--- config.mk ---
export PLATFORM = sky130hd
export DESIGN_NAME = mux8to1_rr_arbiter_flat
export DESIGN_NICKNAME = d
export VERILOG_FILES = /design/src/rtl/mux8to1_rr_arbiter_if.sv /design/src/rtl/mux8to1_rr_arbiter.sv /design/src/flat_wrapper.sv
export SDC_FILE = /design/constraint.sdc
export NUM_CORES = 1
export LEC_CHECK = 0
export ABC_AREA = 1
export BUFFER_PORTS_ARGS = -buffer_cell sky130_fd_sc_hd__buf_2
export CORE_AREA = 2 2 63 80
export CTS_BUF_LIST = sky130_fd_sc_hd__clkbuf_8 sky130_fd_sc_hd__clkbuf_16
export DETAILED_ROUTE_END_ITERATION = 16
export DIE_AREA = 0 0 65 82
export PLACE_DENSITY = 0.43
export REMOVE_ABC_BUFFERS = 1
export SYNTH_ARGS = -nofsm -noshare
export SYNTH_HDL_FRONTEND = slang
export SYNTH_SLANG_ARGS = --single-unit
--- constraint.sdc ---
create_clock -name clk -period 5.8 [get_ports clk]
set_input_delay 1.16 -clock clk [delete_from_list [all_inputs] [get_ports clk]]
set_output_delay 1.16 -clock clk [all_outputs]
set_load 0.03 [all_outputs]
--- src/rtl/mux8to1_rr_arbiter_if.sv ---
// Arbiter <-> requester bundle for mux8to1_rr_arbiter: request vector in,
// one-hot grant plus mux select/enable out.
interface mux8to1_rr_arbiter_if;
   localparam int unsigned NREQ_W = 8;
   localparam int unsigned SEL_W  = 3;

   logic [NREQ_W-1:0] req;
   logic [NREQ_W-1:0] gnt;
   logic [SEL_W-1:0]  sel;
   logic              en;
   logic              busy;

   modport master (input req, output gnt, output sel, output en, output busy);
   modport slave  (output req, input gnt, input sel, input en, input busy);
endinterface

--- src/rtl/mux8to1_rr_arbiter.sv ---
// Round-robin arbiter driving the sel/en of a shared 8:1 mux.
// Optional per-owner hold cap enabled by defining MUX_ARB_HOLD_LIMIT_EN.
module mux8to1_rr_arbiter #(
   parameter int unsigned NREQ     = 8,
   parameter int unsigned MAX_HOLD = 4
) (
   input  logic                  clk,
   input  logic                  rst_n,
   mux8to1_rr_arbiter_if.master  arb_if
);
   localparam int unsigned SEL_W  = 3;
   localparam int unsigned HOLD_W = 8;

   if (NREQ != 8) begin : g_bad_nreq
      $fatal(1, "mux8to1_rr_arbiter: NREQ must be 8");
   end
   if (MAX_HOLD < 2 || MAX_HOLD > 255) begin : g_bad_hold
      $fatal(1, "mux8to1_rr_arbiter: MAX_HOLD must be in 2..255");
   end

   typedef enum logic {ST_IDLE, ST_GRANT} state_e;

   state_e             state_q, state_d;
   logic [NREQ-1:0]    gnt_q, gnt_d;
   logic [SEL_W-1:0]   sel_q, sel_d;
   logic [SEL_W-1:0]   last_q, last_d;

   // First asserted bit of vec searched from base+1 upwards, wrapping.
   function automatic logic [SEL_W-1:0] first_req(input logic [NREQ-1:0] vec,
                                                  input logic [SEL_W-1:0] base);
      logic [SEL_W-1:0] idx;
      first_req = base;
      for (int k = 8; k >= 1; k--) begin
         idx = SEL_W'(int'(base) + k);
         if (vec[idx]) first_req = idx;
      end
   endfunction

   logic [NREQ-1:0]  req;
   logic [NREQ-1:0]  req_others;
   logic [SEL_W-1:0] win_any;
   logic [SEL_W-1:0] win_others;

   assign req        = arb_if.req;
   assign req_others = req & ~(NREQ'(1) << sel_q);
   assign win_any    = first_req(req, last_q);
   assign win_others = first_req(req_others, sel_q);

`ifdef MUX_ARB_HOLD_LIMIT_EN
   localparam logic [HOLD_W-1:0] HOLD_MAX = HOLD_W'(MAX_HOLD - 1);
   logic [HOLD_W-1:0] hold_cnt_q, hold_cnt_d;
`endif

   // Next-state and next-output logic.
   always_comb begin
      state_d = state_q;
      gnt_d   = gnt_q;
      sel_d   = sel_q;
      last_d  = last_q;
`ifdef MUX_ARB_HOLD_LIMIT_EN
      hold_cnt_d = hold_cnt_q;
`endif
      unique case (state_q)
         ST_IDLE: begin
            gnt_d = '0;
            if (|req) begin
               state_d = ST_GRANT;
               gnt_d   = NREQ'(1) << win_any;
               sel_d   = win_any;
               last_d  = win_any;
`ifdef MUX_ARB_HOLD_LIMIT_EN
               hold_cnt_d = '0;
`endif
            end
         end
         ST_GRANT: begin
            if (req[sel_q]) begin
`ifdef MUX_ARB_HOLD_LIMIT_EN
               // Owner has used its quota and someone else is waiting: rotate.
               if (hold_cnt_q == HOLD_MAX && |req_others) begin
                  gnt_d      = NREQ'(1) << win_others;
                  sel_d      = win_others;
                  last_d     = win_others;
                  hold_cnt_d = '0;
               end else if (hold_cnt_q != HOLD_MAX) begin
                  hold_cnt_d = hold_cnt_q + HOLD_W'(1);
               end
`endif
            end else if (|req) begin
               gnt_d  = NREQ'(1) << win_any;
               sel_d  = win_any;
               last_d = win_any;
`ifdef MUX_ARB_HOLD_LIMIT_EN
               hold_cnt_d = '0;
`endif
            end else begin
               state_d = ST_IDLE;
               gnt_d   = '0;
            end
         end
         default: begin
            state_d = ST_IDLE;
            gnt_d   = '0;
         end
      endcase
   end

   always_ff @(posedge clk) begin
      if (!rst_n) begin
         state_q <= ST_IDLE;
         gnt_q   <= '0;
         sel_q   <= '0;
         last_q  <= SEL_W'(7);
`ifdef MUX_ARB_HOLD_LIMIT_EN
         hold_cnt_q <= '0;
`endif
      end else begin
         state_q <= state_d;
         gnt_q   <= gnt_d;
         sel_q   <= sel_d;
         last_q  <= last_d;
`ifdef MUX_ARB_HOLD_LIMIT_EN
         hold_cnt_q <= hold_cnt_d;
`endif
      end
   end

   assign arb_if.gnt  = gnt_q;
   assign arb_if.sel  = sel_q;
   assign arb_if.en   = (state_q == ST_GRANT);
   assign arb_if.busy = (state_q == ST_GRANT);
endmodule
--- src/flat_wrapper.sv ---
// flat-port wrapper written by rule: the top's interface ports become plain ports
module mux8to1_rr_arbiter_flat 
#(
   parameter int unsigned NREQ     = 8,
   parameter int unsigned MAX_HOLD = 4
)
  (clk, rst_n, arb_if_req, arb_if_gnt, arb_if_sel, arb_if_en, arb_if_busy);
  mux8to1_rr_arbiter_if arb_if_i ();
  input  logic clk;
  input  logic rst_n;
  input wire logic [$bits(arb_if_i.req)-1:0] arb_if_req;
  output wire logic [$bits(arb_if_i.gnt)-1:0] arb_if_gnt;
  output wire logic [$bits(arb_if_i.sel)-1:0] arb_if_sel;
  output wire logic [$bits(arb_if_i.en)-1:0] arb_if_en;
  output wire logic [$bits(arb_if_i.busy)-1:0] arb_if_busy;
  assign arb_if_i.req = arb_if_req;
  assign arb_if_gnt = arb_if_i.gnt;
  assign arb_if_sel = arb_if_i.sel;
  assign arb_if_en = arb_if_i.en;
  assign arb_if_busy = arb_if_i.busy;
  mux8to1_rr_arbiter #(.NREQ(NREQ), .MAX_HOLD(MAX_HOLD)) u_core (.clk(clk), .rst_n(rst_n), .arb_if(arb_if_i));
endmodule
==> results of run 1 <==
-- logic make-up (layout without fill, tap and decap cells) --
logic type,count (synthesis),count (layout),share of synthesized area
adder cells (fa/ha/maj),2,2,0.0189
AO/OA/AOI/OAI,29,29,0.139
buffers and inverters,36,55,0.128
flip-flops,15,15,0.227
XOR/XNOR,1,1,0.0123
AND/OR/NAND/NOR,133,133,0.475
-- metal layers --
| layer | up-vias | part of all wire | routed length, µm |
|---|---|---|---|
| met5 | - | 0 | 0 |
| met4 | 0 | 0.023 | 80 |
| met3 | 8 | 0.020 | 71 |
| met1 | 633 | 0.45 | 1580 |
| met2 | 24 | 0.51 | 1800 |
| li1 | 727 | - | - |
-- flip-flops by register name (all words and copies together), names as in the netlist --
name and cells:
u_core.arb_if.gnt 8, u_core.arb_if.sel 3, u_core.last_q 3, u_core.arb_if.busy 1
-- synthesized netlist by cell type --
cell      instances  share of area
nand2_1          61           0.17
nand3_1          28           0.11
inv_1            22          0.062
nor2_1           19          0.054
dfxtp_1          15           0.23
nand2_2          11          0.052
a21oi_1           8          0.030
a21oi_2           6          0.040
inv_2             6          0.017
o21ai_0           6          0.023
buf_4             3          0.017
nand2_4           3          0.026
nand3_2           3          0.023
nor2_2            3          0.014
o211ai_1          3          0.017
o21ai_1           3          0.011
and2_1            2         0.0095
ha_1              2          0.019
nor4_1            2         0.0095
o221ai_1          2          0.013
a31oi_1           1         0.0047
buf_2             1         0.0038
buf_6             1         0.0085
buf_8             1          0.011
clkbuf_1          1         0.0028
inv_4             1         0.0047
nor2_4            1         0.0085
xor2_2            1          0.012
-- critical path: stages, from the launching register on --
cell and delay (ps):
dfxtp_1 590, inv_4 170, ha_1 500, inv_2 130, nand3_1 160, nand3_2 120
nand2_2 110, inv_1 40, nand2_1 60, nand2_1 40, nand2_1 60, nand2_1 70
nand2_1 60, nand2_1 60, nand2_2 130, inv_2 60, nand2_1 60, nor2_1 40
nor2_1 80, nor2_1 40
-- cell type report --
class / count / area, µm² / share of cell area
Sequential cell: 15 / 300 / 0.201
Inverter: 29 / 111 / 0.0745
Tap cell: 60 / 75.1 / 0.0502
Clock inverter: 1 / 3.75 / 0.00251
Multi-Input combinational cell: 165 / 853 / 0.571
Clock buffer: 3 / 41.3 / 0.0276
Timing Repair Buffer: 22 / 110 / 0.0736
-- worst max path at each step --
stage	to	cells past startpoint
after floorplan	u_core.arb_if.gnt[5]$_SDFFE_PN0N_	18
after global placement	u_core.arb_if.gnt[5]$_SDFFE_PN0N_	19
after detailed placement	u_core.arb_if.gnt[5]$_SDFFE_PN0N_	19
after CTS	u_core.arb_if.gnt[4]$_SDFFE_PN0N_	14
after global routing	u_core.arb_if.gnt[4]$_SDFFE_PN0N_	17
final	u_core.arb_if.gnt[5]$_SDFFE_PN0N_	19
-- per-stage QoR --
stage | area (µm²) | std cells | utilization
after floorplan | 1260 | 209 | -
after global placement | 1450 | 291 | 0.316
after detailed placement | 1450 | 291 | 0.316
after CTS | 1500 | 295 | 0.326
after global routing | 1500 | 295 | 0.326
final | 1500 | 295 | 0.326
==> results by group, run 1 <==
Logic synthesis
  • Yosys reg bits: 15
  • Seq/Total Area, Yosys: 0.227
  • Synth warnings: 0
  • Cell variety after synth: 28
  • Mean Syn Cell Area: 6.12 µm²
  • Synth Cell Area: 1320 µm²
  • Post-Synthesis Cells: 216

Worst setup path
  • Worst-path maximum fanout: 11
  • Worst Reg2Reg Path Length in Cells: 19
  • RR Endpoint: u_core.arb_if.gnt[5]$_SDFFE_PN0N_
  • Worst Setup End Kind: flop
  • RR Startpoint: u_core.last_q[0]$_SDFFE_PN1P_
  • CP arrival: ~2800 ps
  • CP Launch Point: u_core.last_q[0]$_SDFFE_PN1P_
  • Worst setup SP type: flop
  • Crit path required time: 5920 ps
  • FF-to-FF setup slack: a little over 3000 ps
  • WS Path Type: reg2reg

Timing
  • Slew @ Worst Pin: 448 ps
  • Period utilization: 0.467
  • RSZ-0062 raised after global routing: false
  • Slew Viols, Final: 0
  • Max_slew headroom: 0.701
  • FMAX: 0.369 GHz
  • Final setup violation count: 0
  • Final Hold Vio Count: 0
  • Final clock skew: 2.79 ps
  • Fin Setup TNS: 0 ps
  • Hold_ws: 464 ps
  • Min cycle time layout: 2710 ps
  • Final worst slack: just over 3000 ps

Run status
  • Status: finished clean

Route
  • Routed Antenna Nets: 0
  • Iteration-0 DRC Markers: 55
  • Drt via density: between 4 and 5
  • DRC viols: 0
  • Vias post-DR: 1392
  • Total wire length: roughly 3.5 mm
  • Average wire per standard cell: 12.0 µm
  • Drt pass-1 iters: 4

CTS
  • Clock Sinks: 15
  • Clock Tree Root: clkbuf_8
  • Clock latency on the worst-skew pair: 250 ps
  • Num CTS Buffers: 3
  • CTS Hold Bufs: 0
  • Maximum clock path buffer count: 2
  • Post-CTS setup buffers: 0
  • Cts repair resizes: 0
  • H-tree depth: 1
  • CTS tree: done
  • Clock slew at reported path FFs: 60 ps

Min path
  • Hold Path Origin: u_core.arb_if.gnt[7]$_SDFFE_PN0N_
  • WHS Path Cells: 2
  • Worst min path class: reg2reg
  • Hold path endpoint: u_core.arb_if.gnt[7]$_SDFFE_PN0N_

Global route
  • Initial antenna violation count: 0
  • GR Util met2: 0.270
  • Met3 Use GR: 0.0110
  • First-pass GRT wire length: roughly 6.0 mm
  • GRT Residual Overflow: 0
  • Layer with the highest usage: met2
  • Total track usage: 0.144
  • M1 GR Usage: 0.165
  • Largest net degree at the start of global routing: 12
  • Vias in the first global route: 1374

Floorplan
  • Die Area: 5330 µm²
  • Die Width: 65 µm
  • # rows: 28
  • Die Ht: 82 µm
  • CORE AREA: 4590 µm²
  • Starting density of the core: 0.288
  • Ports: 23

Finish
  • # diodes: 0
  • Syn-to-layout area delta: 13.1%
  • Nets: 248
  • FILL cells: 547
  • Share of layout cells above drive strength 1: 0.255
  • Most frequent cells in the layout: nand2_1, nand3_1, inv_1
  • Most common cell after layout, fill and taps aside: nand2_1

Placement
  • Pre-CTS worst setup slack: 3050 ps
  • I/O Buffers: 22
  • Post-DP HPWL: 2.89 mm
  • Gpl congestion: between 0.8 and 0.9

Job
  • Max-cap violations: 0
Power of run 1 is not shown: default switching activity piles up to over one toggle a cycle in this logic, so the estimate is an artifact.
==> run 2: changes to the inputs <==
--- a/config.mk
+++ b/config.mk
@@ -11,7 +11,7 @@
 export CTS_BUF_LIST = sky130_fd_sc_hd__clkbuf_8 sky130_fd_sc_hd__clkbuf_16
 export DETAILED_ROUTE_END_ITERATION = 16
 export DIE_AREA = 0 0 65 82
-export PLACE_DENSITY = 0.43
+export PLACE_DENSITY = 0.44
 export REMOVE_ABC_BUFFERS = 1
 export SYNTH_ARGS = -nofsm -noshare
 export SYNTH_HDL_FRONTEND = slang
==> constraint.sdc (replaced) <==
create_clock -name clk -period 2.35 [get_ports clk]
set_input_delay 0.47 -clock clk [delete_from_list [all_inputs] [get_ports clk]]
set_output_delay 0.47 -clock clk [all_outputs]
set_load 0.03 [all_outputs]
==> results by group, run 2 (same netlist as run 1, synthesis figures left out) <==
CTS
  • H-tree depth: 1
  • Clock Sinks: 15
  • Clock slew at reported path FFs: roughly 60 ps
  • Maximum clock path buffer count: 2
  • CTS Hold Bufs: 0
  • Num CTS Buffers: 3
  • Clock latency on the worst-skew pair: 250 ps
  • CTS tree: done
  • Post-CTS setup buffers: 0
  • Clock Tree Root: clkbuf_8

Placement
  • Gpl congestion: approximately 0.79
  • Post-DP HPWL: just under 3 mm
  • I/O Buffers: 22
  • Placed Cells: approximately 300

Route
  • Drt via density: roughly 4.6
  • DRC viols: 0
  • Average wire per standard cell: 12.0 µm
  • Drt pass-1 iters: 4
  • Iteration-0 DRC Markers: 42
  • Routed Antenna Nets: 0
  • Total wire length: approximately 3.6 mm
  • Vias post-DR: 1404

Worst setup path
  • Worst setup SP type: flop
  • Worst Setup End Kind: flop
  • RR Startpoint: u_core.last_q[0]$_SDFFE_PN1P_
  • Top delay family on crit path: simple AND/OR/NAND/NOR gates
  • Slowest stage cell, crit path: dfxtp_2
  • RR Endpoint: u_core.arb_if.gnt[0]$_SDFFE_PN0N_
  • Worst-path maximum fanout: 4
  • FF-to-FF setup slack: 260 ps
  • Crit path required time: 2530 ps
  • CP arrival: 2270 ps
  • WS Path Type: reg2reg
  • CP Buf/Inv Count: 4
  • Worst Reg2Reg Path Length in Cells: 13
  • Slowest stage delay, CP: 340 ps
  • Ordered list of cells on the worst path: buf_4 > ha_1 > xor2_2 > nand3_2 > o21ai_1 > inv_2 > nor2_1 > inv_1 > nand2_2 > nand2_1 > inv_1 > nand2_1 > a21oi_2

Floorplan
  • Ports: 23
  • # rows: 28
  • Die Width: 65 µm
  • Starting density of the core: 0.288
  • CORE AREA: around 4600 µm²
  • Die Ht: roughly 80 µm
  • Die Area: between 5000 and 6000 µm²

Min path
  • Hold path endpoint: u_core.arb_if.gnt[7]$_SDFFE_PN0N_
  • WHS Path Cells: 2
  • Worst min path class: reg2reg
  • Hold Path Origin: u_core.arb_if.gnt[7]$_SDFFE_PN0N_

Timing
  • Slew @ Worst Pin: 426 ps
  • Slew Viols, Final: 0
  • RSZ-0062 raised after global routing: false
  • Final setup violation count: 0
  • Min cycle time layout: approximately 2100 ps
  • Period utilization: 0.890
  • Final Hold Vio Count: 0
  • Fin Setup TNS: 0 ps
  • Max_slew headroom: 0.715
  • FMAX: 0.478 GHz
  • Final clock skew: ~3.1 ps

Finish
  • Nets: 255
  • Post-route insts no fill: 302
  • Largest register FFs: 8
  • Most common cell after layout, fill and taps aside: nand2_1
  • Share of layout cells above drive strength 1: 0.302
  • Util after Layout: 0.345
  • Most frequent cells in the layout: nand2_1, nand3_1, inv_1
  • Syn-to-layout area delta: 19.6%
  • # diodes: 0

Global route
  • Initial antenna violation count: 0
  • Largest net degree at the start of global routing: 12
  • GRT Residual Overflow: 0
  • Total track usage: 0.148
  • First-pass GRT wire length: 6.09 mm
  • Vias in the first global route: 1320

Run status
  • Status: finished clean

Job
  • Max-cap violations: 0
run 2: worst max path at each step:
stage / endpoint / cells after the start / start / slack (ps)
after detailed placement: u_core.arb_if.gnt[0]$_SDFFE_PN0N_ / 14 / u_core.last_q[0]$_SDFFE_PN1P_ / 150
after global routing: u_core.arb_if.gnt[5]$_SDFFE_PN0N_ / 20 / u_core.last_q[2]$_SDFFE_PN1P_ / 7
after floorplan: u_core.arb_if.gnt[5]$_SDFFE_PN0N_ / 19 / u_core.last_q[0]$_SDFFE_PN1P_ / 120
after CTS: u_core.arb_if.gnt[2]$_SDFFE_PN0N_ / 17 / u_core.last_q[0]$_SDFFE_PN1P_ / 140
final: u_core.arb_if.gnt[0]$_SDFFE_PN0N_ / 13 / u_core.last_q[0]$_SDFFE_PN1P_ / 260
after global placement: u_core.arb_if.gnt[5]$_SDFFE_PN0N_ / 18 / u_core.last_q[0]$_SDFFE_PN1P_ / 170
run 2: worst register-to-register path, cell delays in order, from the launching register on:
cell,delay (ps)
dfxtp_2,340
buf_4,140
ha_1,210
xor2_2,250
nand3_2,170
o21ai_1,200
inv_2,70
nor2_1,160
inv_1,70
nand2_2,110
nand2_1,80
inv_1,50
nand2_1,60
a21oi_2,110
run 2: final cells by class:
type	count	area (µm²)
flip-flops and latches	15	303
well taps	60	75.1
fillers	526	3010
repair buffers	29	166
clock buffers	3	41.3
clock inverters	1	3.75
multi-input cells	165	881
inverters	29	111
run 2: stage by stage:
step | instance area, µm² | hold slack [ps] | setup slack, ps
finish | 1580 | 468 | 259
global route | 1580 | 484 | 7.35
CTS | 1550 | 471 | 144
detailed placement | 1500 | 465 | 154
global placement | 1500 | 462 | 165
floorplan | 1260 | 568 | 121
run 2: timing repair:
item                                    4_1_cts  5_1_grt
endpoints found under the setup margin        0       13
resized for setup                             0        8
hold endpoints to repair                      0        0
run 2: per-layer routing:
| metal | wire [µm] | vias to the layer above | global-route usage |
|---|---|---|---|
| li1 | - | 742 | - |
| met1 | 1620 | 634 | 0.176 |
| met2 | 1840 | 20 | 0.268 |
| met3 | 74 | 8 | 0.0123 |
| met4 | 74 | 0 | 0.0660 |
| met5 | 0 | - | 0 |
Power of run 2 is left out for the same reason.
